### src/rtl/first_nios2_system_pkg.sv
// Shared constants and FSM encoding for the sysid read arbiter.
package first_nios2_system_pkg;

    localparam int NUM_MASTERS   = 2;
    localparam int DEFAULT_CNT_W = 16;
    localparam int DATA_W        = 32;

    typedef enum logic [1:0] {
        IDLE  = 2'd0,
        GRANT = 2'd1,
        RESP  = 2'd2
    } arb_state_t;

endpackage

### src/rtl/first_nios2_system_sysid_arbiter_if.sv
// Bus bundle between two Avalon-MM read masters, the arbiter and the sysid slave.
interface first_nios2_system_sysid_arbiter_if
    import first_nios2_system_pkg::*;
#(
    parameter int CNT_W = DEFAULT_CNT_W
);

    logic              m0_read;
    logic              m1_read;
    logic              m0_address;
    logic              m1_address;
    logic              m0_waitrequest;
    logic              m1_waitrequest;
    logic [DATA_W-1:0] m0_readdata;
    logic [DATA_W-1:0] m1_readdata;
    logic              m0_readdatavalid;
    logic              m1_readdatavalid;
    logic              s_address;
    logic [DATA_W-1:0] s_readdata;
    logic [CNT_W-1:0]  m0_grant_cnt;
    logic [CNT_W-1:0]  m1_grant_cnt;
    logic              busy;

    // Arbiter side: sees master requests and slave data, drives everything else.
    modport slave (
        input  m0_read, m1_read, m0_address, m1_address, s_readdata,
        output m0_waitrequest, m1_waitrequest, m0_readdata, m1_readdata,
        output m0_readdatavalid, m1_readdatavalid, s_address,
        output m0_grant_cnt, m1_grant_cnt, busy
    );

    modport master (
        output m0_read, m1_read, m0_address, m1_address, s_readdata,
        input  m0_waitrequest, m1_waitrequest, m0_readdata, m1_readdata,
        input  m0_readdatavalid, m1_readdatavalid, s_address,
        input  m0_grant_cnt, m1_grant_cnt, busy
    );

endinterface

### src/rtl/first_nios2_system_rr_pick.sv
// Combinational 2-way round-robin picker: a sole requester wins, a tie goes
// to the master that was not granted last.
module first_nios2_system_rr_pick (
    input  logic [1:0] req,
    input  logic       last,
    output logic       winner,
    output logic       valid
);

    always_comb begin
        valid  = |req;
        winner = 1'b0;
        if (req == 2'b11) begin
            winner = ~last;
        end else if (req[1]) begin
            winner = 1'b1;
        end
    end

endmodule

### src/rtl/first_nios2_system_sysid_arbiter.sv
// Two-master round-robin arbiter in front of the combinational sysid slave.
// Each read takes GRANT (accept + capture) then RESP (valid strobe).
module first_nios2_system_sysid_arbiter
    import first_nios2_system_pkg::*;
#(
    parameter int NUM_MASTERS = first_nios2_system_pkg::NUM_MASTERS,
    parameter int CNT_W       = DEFAULT_CNT_W
) (
    input logic clock,
    input logic reset,
    first_nios2_system_sysid_arbiter_if.slave bus
);

    arb_state_t              state;
    logic                    grant_id;
    logic                    last_grant;
    logic                    s_addr_q;
    logic                    busy_q;
    logic [NUM_MASTERS-1:0]  waitreq_q;
    logic [NUM_MASTERS-1:0]  rdvalid_q;
    logic [DATA_W-1:0]       rdata_q [NUM_MASTERS];
    logic [CNT_W-1:0]        cnt_q   [NUM_MASTERS];

    logic [NUM_MASTERS-1:0]  req;
    logic [NUM_MASTERS-1:0]  addr;
    logic                    pick_winner;
    logic                    pick_valid;

    assign req  = {bus.m1_read, bus.m0_read};
    assign addr = {bus.m1_address, bus.m0_address};

    first_nios2_system_rr_pick u_pick (
        .req    (req),
        .last   (last_grant),
        .winner (pick_winner),
        .valid  (pick_valid)
    );

    // Arbitration happens in IDLE and RESP alike, so back-to-back reads
    // cost two cycles each; all outputs are registered alongside the state.
    always_ff @(posedge clock) begin
        if (reset) begin
            state      <= IDLE;
            grant_id   <= 1'b0;
            last_grant <= 1'b1;
            s_addr_q   <= 1'b0;
            busy_q     <= 1'b0;
            waitreq_q  <= '1;
            rdvalid_q  <= '0;
            for (int i = 0; i < NUM_MASTERS; i++) begin
                rdata_q[i] <= '0;
                cnt_q[i]   <= '0;
            end
        end else begin
            unique case (state)
                IDLE, RESP: begin
                    rdvalid_q <= '0;
                    if (pick_valid) begin
                        state     <= GRANT;
                        grant_id  <= pick_winner;
                        s_addr_q  <= addr[pick_winner];
                        waitreq_q <= ~(NUM_MASTERS'(1) << pick_winner);
                        busy_q    <= 1'b1;
                    end else begin
                        state     <= IDLE;
                        s_addr_q  <= 1'b0;
                        waitreq_q <= '1;
                        busy_q    <= 1'b0;
                    end
                end
                GRANT: begin
                    rdata_q[grant_id] <= bus.s_readdata;
                    cnt_q[grant_id]   <= cnt_q[grant_id] + CNT_W'(1);
                    last_grant        <= grant_id;
                    rdvalid_q         <= NUM_MASTERS'(1) << grant_id;
                    waitreq_q         <= '1;
                    s_addr_q          <= 1'b0;
                    busy_q            <= 1'b1;
                    state             <= RESP;
                end
                default: begin
                    state     <= IDLE;
                    rdvalid_q <= '0;
                    waitreq_q <= '1;
                    s_addr_q  <= 1'b0;
                    busy_q    <= 1'b0;
                end
            endcase
        end
    end

    assign bus.m0_waitrequest   = waitreq_q[0];
    assign bus.m1_waitrequest   = waitreq_q[1];
    assign bus.m0_readdatavalid = rdvalid_q[0];
    assign bus.m1_readdatavalid = rdvalid_q[1];
    assign bus.m0_readdata      = rdata_q[0];
    assign bus.m1_readdata      = rdata_q[1];
    assign bus.m0_grant_cnt     = cnt_q[0];
    assign bus.m1_grant_cnt     = cnt_q[1];
    assign bus.s_address        = s_addr_q;
    assign bus.busy             = busy_q;

endmodule

### src/flat_wrapper.sv
// flat-port wrapper written by rule: the top's interface ports become plain ports
module first_nios2_system_sysid_arbiter_flat import first_nios2_system_pkg::*;
#(
    parameter int NUM_MASTERS = first_nios2_system_pkg::NUM_MASTERS,
    parameter int CNT_W       = DEFAULT_CNT_W
)
  (clock, reset, bus_m0_read, bus_m1_read, bus_m0_address, bus_m1_address, bus_s_readdata, bus_m0_waitrequest, bus_m1_waitrequest, bus_m0_readdata, bus_m1_readdata, bus_m0_readdatavalid, bus_m1_readdatavalid, bus_s_address, bus_m0_grant_cnt, bus_m1_grant_cnt, bus_busy);
  first_nios2_system_sysid_arbiter_if #(.CNT_W(CNT_W)) bus_i ();
  input logic clock;
  input logic reset;
  input wire logic [$bits(bus_i.m0_read)-1:0] bus_m0_read;
  input wire logic [$bits(bus_i.m1_read)-1:0] bus_m1_read;
  input wire logic [$bits(bus_i.m0_address)-1:0] bus_m0_address;
  input wire logic [$bits(bus_i.m1_address)-1:0] bus_m1_address;
  input wire logic [$bits(bus_i.s_readdata)-1:0] bus_s_readdata;
  output wire logic [$bits(bus_i.m0_waitrequest)-1:0] bus_m0_waitrequest;
  output wire logic [$bits(bus_i.m1_waitrequest)-1:0] bus_m1_waitrequest;
  output wire logic [$bits(bus_i.m0_readdata)-1:0] bus_m0_readdata;
  output wire logic [$bits(bus_i.m1_readdata)-1:0] bus_m1_readdata;
  output wire logic [$bits(bus_i.m0_readdatavalid)-1:0] bus_m0_readdatavalid;
  output wire logic [$bits(bus_i.m1_readdatavalid)-1:0] bus_m1_readdatavalid;
  output wire logic [$bits(bus_i.s_address)-1:0] bus_s_address;
  output wire logic [$bits(bus_i.m0_grant_cnt)-1:0] bus_m0_grant_cnt;
  output wire logic [$bits(bus_i.m1_grant_cnt)-1:0] bus_m1_grant_cnt;
  output wire logic [$bits(bus_i.busy)-1:0] bus_busy;
  assign bus_i.m0_read = bus_m0_read;
  assign bus_i.m1_read = bus_m1_read;
  assign bus_i.m0_address = bus_m0_address;
  assign bus_i.m1_address = bus_m1_address;
  assign bus_i.s_readdata = bus_s_readdata;
  assign bus_m0_waitrequest = bus_i.m0_waitrequest;
  assign bus_m1_waitrequest = bus_i.m1_waitrequest;
  assign bus_m0_readdata = bus_i.m0_readdata;
  assign bus_m1_readdata = bus_i.m1_readdata;
  assign bus_m0_readdatavalid = bus_i.m0_readdatavalid;
  assign bus_m1_readdatavalid = bus_i.m1_readdatavalid;
  assign bus_s_address = bus_i.s_address;
  assign bus_m0_grant_cnt = bus_i.m0_grant_cnt;
  assign bus_m1_grant_cnt = bus_i.m1_grant_cnt;
  assign bus_busy = bus_i.busy;
  first_nios2_system_sysid_arbiter #(.NUM_MASTERS(NUM_MASTERS), .CNT_W(CNT_W)) u_core (.clock(clock), .reset(reset), .bus(bus_i));
endmodule
### config.mk
export PLATFORM = sky130hd
export DESIGN_NAME = first_nios2_system_sysid_arbiter_flat
export DESIGN_NICKNAME = d
export VERILOG_FILES = /design/src/rtl/first_nios2_system_pkg.sv /design/src/rtl/first_nios2_system_sysid_arbiter_if.sv /design/src/rtl/first_nios2_system_rr_pick.sv /design/src/rtl/first_nios2_system_sysid_arbiter.sv /design/src/flat_wrapper.sv
export SDC_FILE = /design/constraint.sdc
export NUM_CORES = 1
export LEC_CHECK = 0
export CAP_MARGIN = 40
export CORE_MARGIN = 1.5
export CORE_UTILIZATION = 40
export DETAILED_ROUTE_END_ITERATION = 10
export GPL_TIMING_DRIVEN = 0
export PLACE_DENSITY = 0.73
export SLEW_MARGIN = 40
export SYNTH_ARGS = -nofsm -noshare
export SYNTH_HDL_FRONTEND = slang
export SYNTH_HIERARCHICAL = 1
export SYNTH_SLANG_ARGS = --single-unit
### constraint.sdc
create_clock -name clock -period 2.85 [get_ports clock]
set_clock_uncertainty 0.05 [all_clocks]
set_input_delay 0.57 -clock clock [delete_from_list [all_inputs] [get_ports clock]]
set_output_delay 0.57 -clock clock [all_outputs]
set_load 0.01 [all_outputs]
==> metrics.md <==
| Metric | Value |
|---|---|
| Postcts setup bufs | 0 |
| Netlist Area Pre-Place | 4610 um2 |
| Die Span X | 110 um |
| Fin worst setup slack | 0.287 ns |
| # hold bufs at CTS | 0 |
| Main area contributors after synthesis | edfxtp_1 (63%), dfxtp_1 (4.8%), and3_1 (4.8%) |
| Yosys warns | 6 |
| Average size of a mapped cell | 14.4 um2 |
| Power per cell area | 543 nW/um2 |
| Area taken by multi-input logic gates | 1390 um2 |
| Final Max Slew Viols | 0 |
| Initial antenna violation count | 0 |
| R2r setup slk | 0.29 ns |
| Total internal power | 2730 uW |
| CP endpoint kind | flip-flop |
| Drt first pass iters | 4 |
| Min-delay src | u_core/last_grant |
| Port Buf Inserts | 139 |
| Post-Synthesis Net Count | 358 |
| NetSw | 811 uW |
| Unique cell type count in the Yosys netlist | 47 |
| Post-synth top flop | edfxtp_1 |
| FF+latch area | 3100 um2 |
| Critical path peak fanout | 10 |
| FF+latch count, synth | 107 |
| Worst min path class | flip-flop to flip-flop |
| Final period util | 89.9% |
| Peak Freq | 0.390 GHz |
| Final Hold Viols | 0 |
| Remaining antenna violation count | 0 |
| CTS tree | done |
| DRC | 0 |
| Slew margin rel. | 66.0% |
| Layout area overhead | 41.7% |
| Peak VDD IR | 329 uV |
| WP data required | 2.86 ns |
| Crit path arrival time | 2.57 ns |
| GPL Wtd Cong | 0.769 |
| Register area share after synthesis | 67.4% |
| Starting Density | 40.7% |
| Core area | 11300 um2 |
| Max-cap violation count | 0 |
| Post-placement cell area | 6230 um2 |
| Worst hold slack | 0.449 ns |
| Synth top area share | 62.6% |
| Largest net degree at the start of global routing | 38 |
| IO Count | 140 |
| Power share of the combinational group | 13.3% |
| Critical path launch point type | flip-flop |
| Clock power frac | 34.7% |
| Clock Sinks | 107 |
| Async S/R FF share, synth | 0% |
| # rows | 39 |
| Die height | 110 um |
| Final wirelength | 10900 um |
| H-tree depth | 3 |
| # setup viols final | 0 |
| Vias in the first global route | 3185 |
| Slew @ Worst Pin | 0.501 ns |
| Switching share of power | 22.9% |
| Share of power burned in registers | 52.0% |
| # nets final | 510 |
| CTS Buf Count | 9 |
| Worst-path clk slew | 0.07 ns |
| GR Overflow Total | 0 |
| DPL Wire Length | 7540 um |
| Filler Cells Inserted | 919 |
| Max clock buf depth | 2 |
| First-pass GRT wire length | 16500 um |
| Number of flops mapped to enable cells by yosys | 96 |
| Die area | 12200 um2 |
| Diodes inserted | 0 |
| RSZ-0062 raised after global routing | no |
| Mapped Cells | 319 |
| CP Class | flip-flop to flip-flop |
| CTS Root Cell | clkbuf_16 |
| Wire per inst | 17.5 um |
| Finished Cell Area | 6530 um2 |
| Initial DRC count | 167 |
| Ratio of cells with drive above 1 in the final layout | 11.6% |
| Leak pwr | 0.00250 uW |
| Via count | 3198 |
| Area leader, netlist | edfxtp_1 |
| Post-Place Worst Slack | 0.174 ns |
| Status | finished clean |
| Post-cts resize count | 0 |
| Later-pin clock latency in the skew report | 0.34 ns |
| Vias/cell | 5.17 |
| Final min period | 2.56 ns |
| Gr usage total | 18.2% |
flip-flops by register name (all words and copies together) (netlist names), named ones only:
signal / count
u_core/bus.busy: 1
u_core/bus.s_address: 1
u_core/cnt_q: 32
u_core/grant_id: 1
u_core/last_grant: 1
u_core/rdata_q: 64
u_core/rdvalid_q: 2
u_core/state: 2
u_core/waitreq_q: 2
critical path, cell delays in order, from the launching register on:
cell	delay, ns
dfxtp_1	0.32
buf_6	0.15
buf_6	0.17
buf_2	0.29
mux2_2	0.38
ha_1	0.21
inv_1	0.21
nor4_1	0.09
nor3_1	0.30
a211oi_1	0.10
placed cells by master (no fill, tap or decap), types with 6 or more instances in the layout:
cell type,n
edfxtp_1,96
mux2_2,9
clkdlybuf4s50_1,139
buf_2,8
clkbuf_16,9
and2_1,33
nor3b_1,10
nor2_1,17
nand2_1,6
and3_1,35
dfxtp_1,11
clkbuf_1,8
mux2i_1,11
synth_stat cells, types with 2 or more instances:
cell,instances
edfxtp_1,96
and3_1,35
and2_1,33
nor2_1,17
dfxtp_1,11
mux2i_1,11
nor3b_1,10
mux2_2,9
buf_2,8
clkbuf_1,7
nand2_1,6
nand2b_1,6
a31oi_1,5
nand4_1,5
nor3_1,5
xor2_1,5
inv_1,4
nand3b_1,4
nand4_2,4
a21oi_1,3
a211oi_1,2
a21boi_1,2
buf_6,2
mux2_4,2
nand3_1,2
nand3_2,2
nand4b_1,2
o21ai_0,2
final cells by class:
type | count | area share (%)
Inverter | 5 | 0.288
Clock buffer | 10 | 3.51
Sequential cell | 107 | 47.5
Clock inverter | 6 | 1.02
Multi-Input combinational cell | 188 | 21.2
Buffer | 19 | 1.73
Timing Repair Buffer | 141 | 21.9
Tap cell | 143 | 2.74
kinds of logic after synthesis:
kind of cell    after synthesis  share of synthesized area [%]
fa+ha+maj                     1                          0.272
flops                       107                           67.4
compound gates               21                           4.02
buf+inv                      24                           2.85
mux                          23                           5.54
simple gates                137                           18.8
xor+xnor                      6                           1.14
stage by stage:
stage	std cells	setup TNS, ns	util [%]	total power [uW]
floorplan	319	0	-	2070
global placement	601	-106.78	54.6	2340
detailed placement	603	0	55.0	2350
CTS	619	0	57.6	3580
global route	619	0	57.6	3670
finish	619	0	57.6	3540
layer usage:
metal	vias to the layer above	GRT usage (%)	share of wire, %
met1	1556	22.5	40
met5	-	0	0
met3	12	7.17	9.6
li1	1499	-	-
met2	131	29.1	49
met4	0	6.32	1.3
power groups by stage:
stage	clock network (uW)	registers [uW]	logic [uW]
after floorplan	0	1920	151
after global placement	0	1880	457
after detailed placement	0	1880	472
after CTS	1260	1840	476
after global routing	1310	1850	507
final	1230	1840	471
worst paths after layout:
check                                           to  depth (start not counted)
worst max-delay path            u_core/cnt_q[0][4]                          9
worst min-delay path             u_core/last_grant                          2
worst max register to register  u_core/cnt_q[0][4]                          9
worst min register to register   u_core/last_grant                          2
No activity file was read; power rests on OpenSTA's default activity.
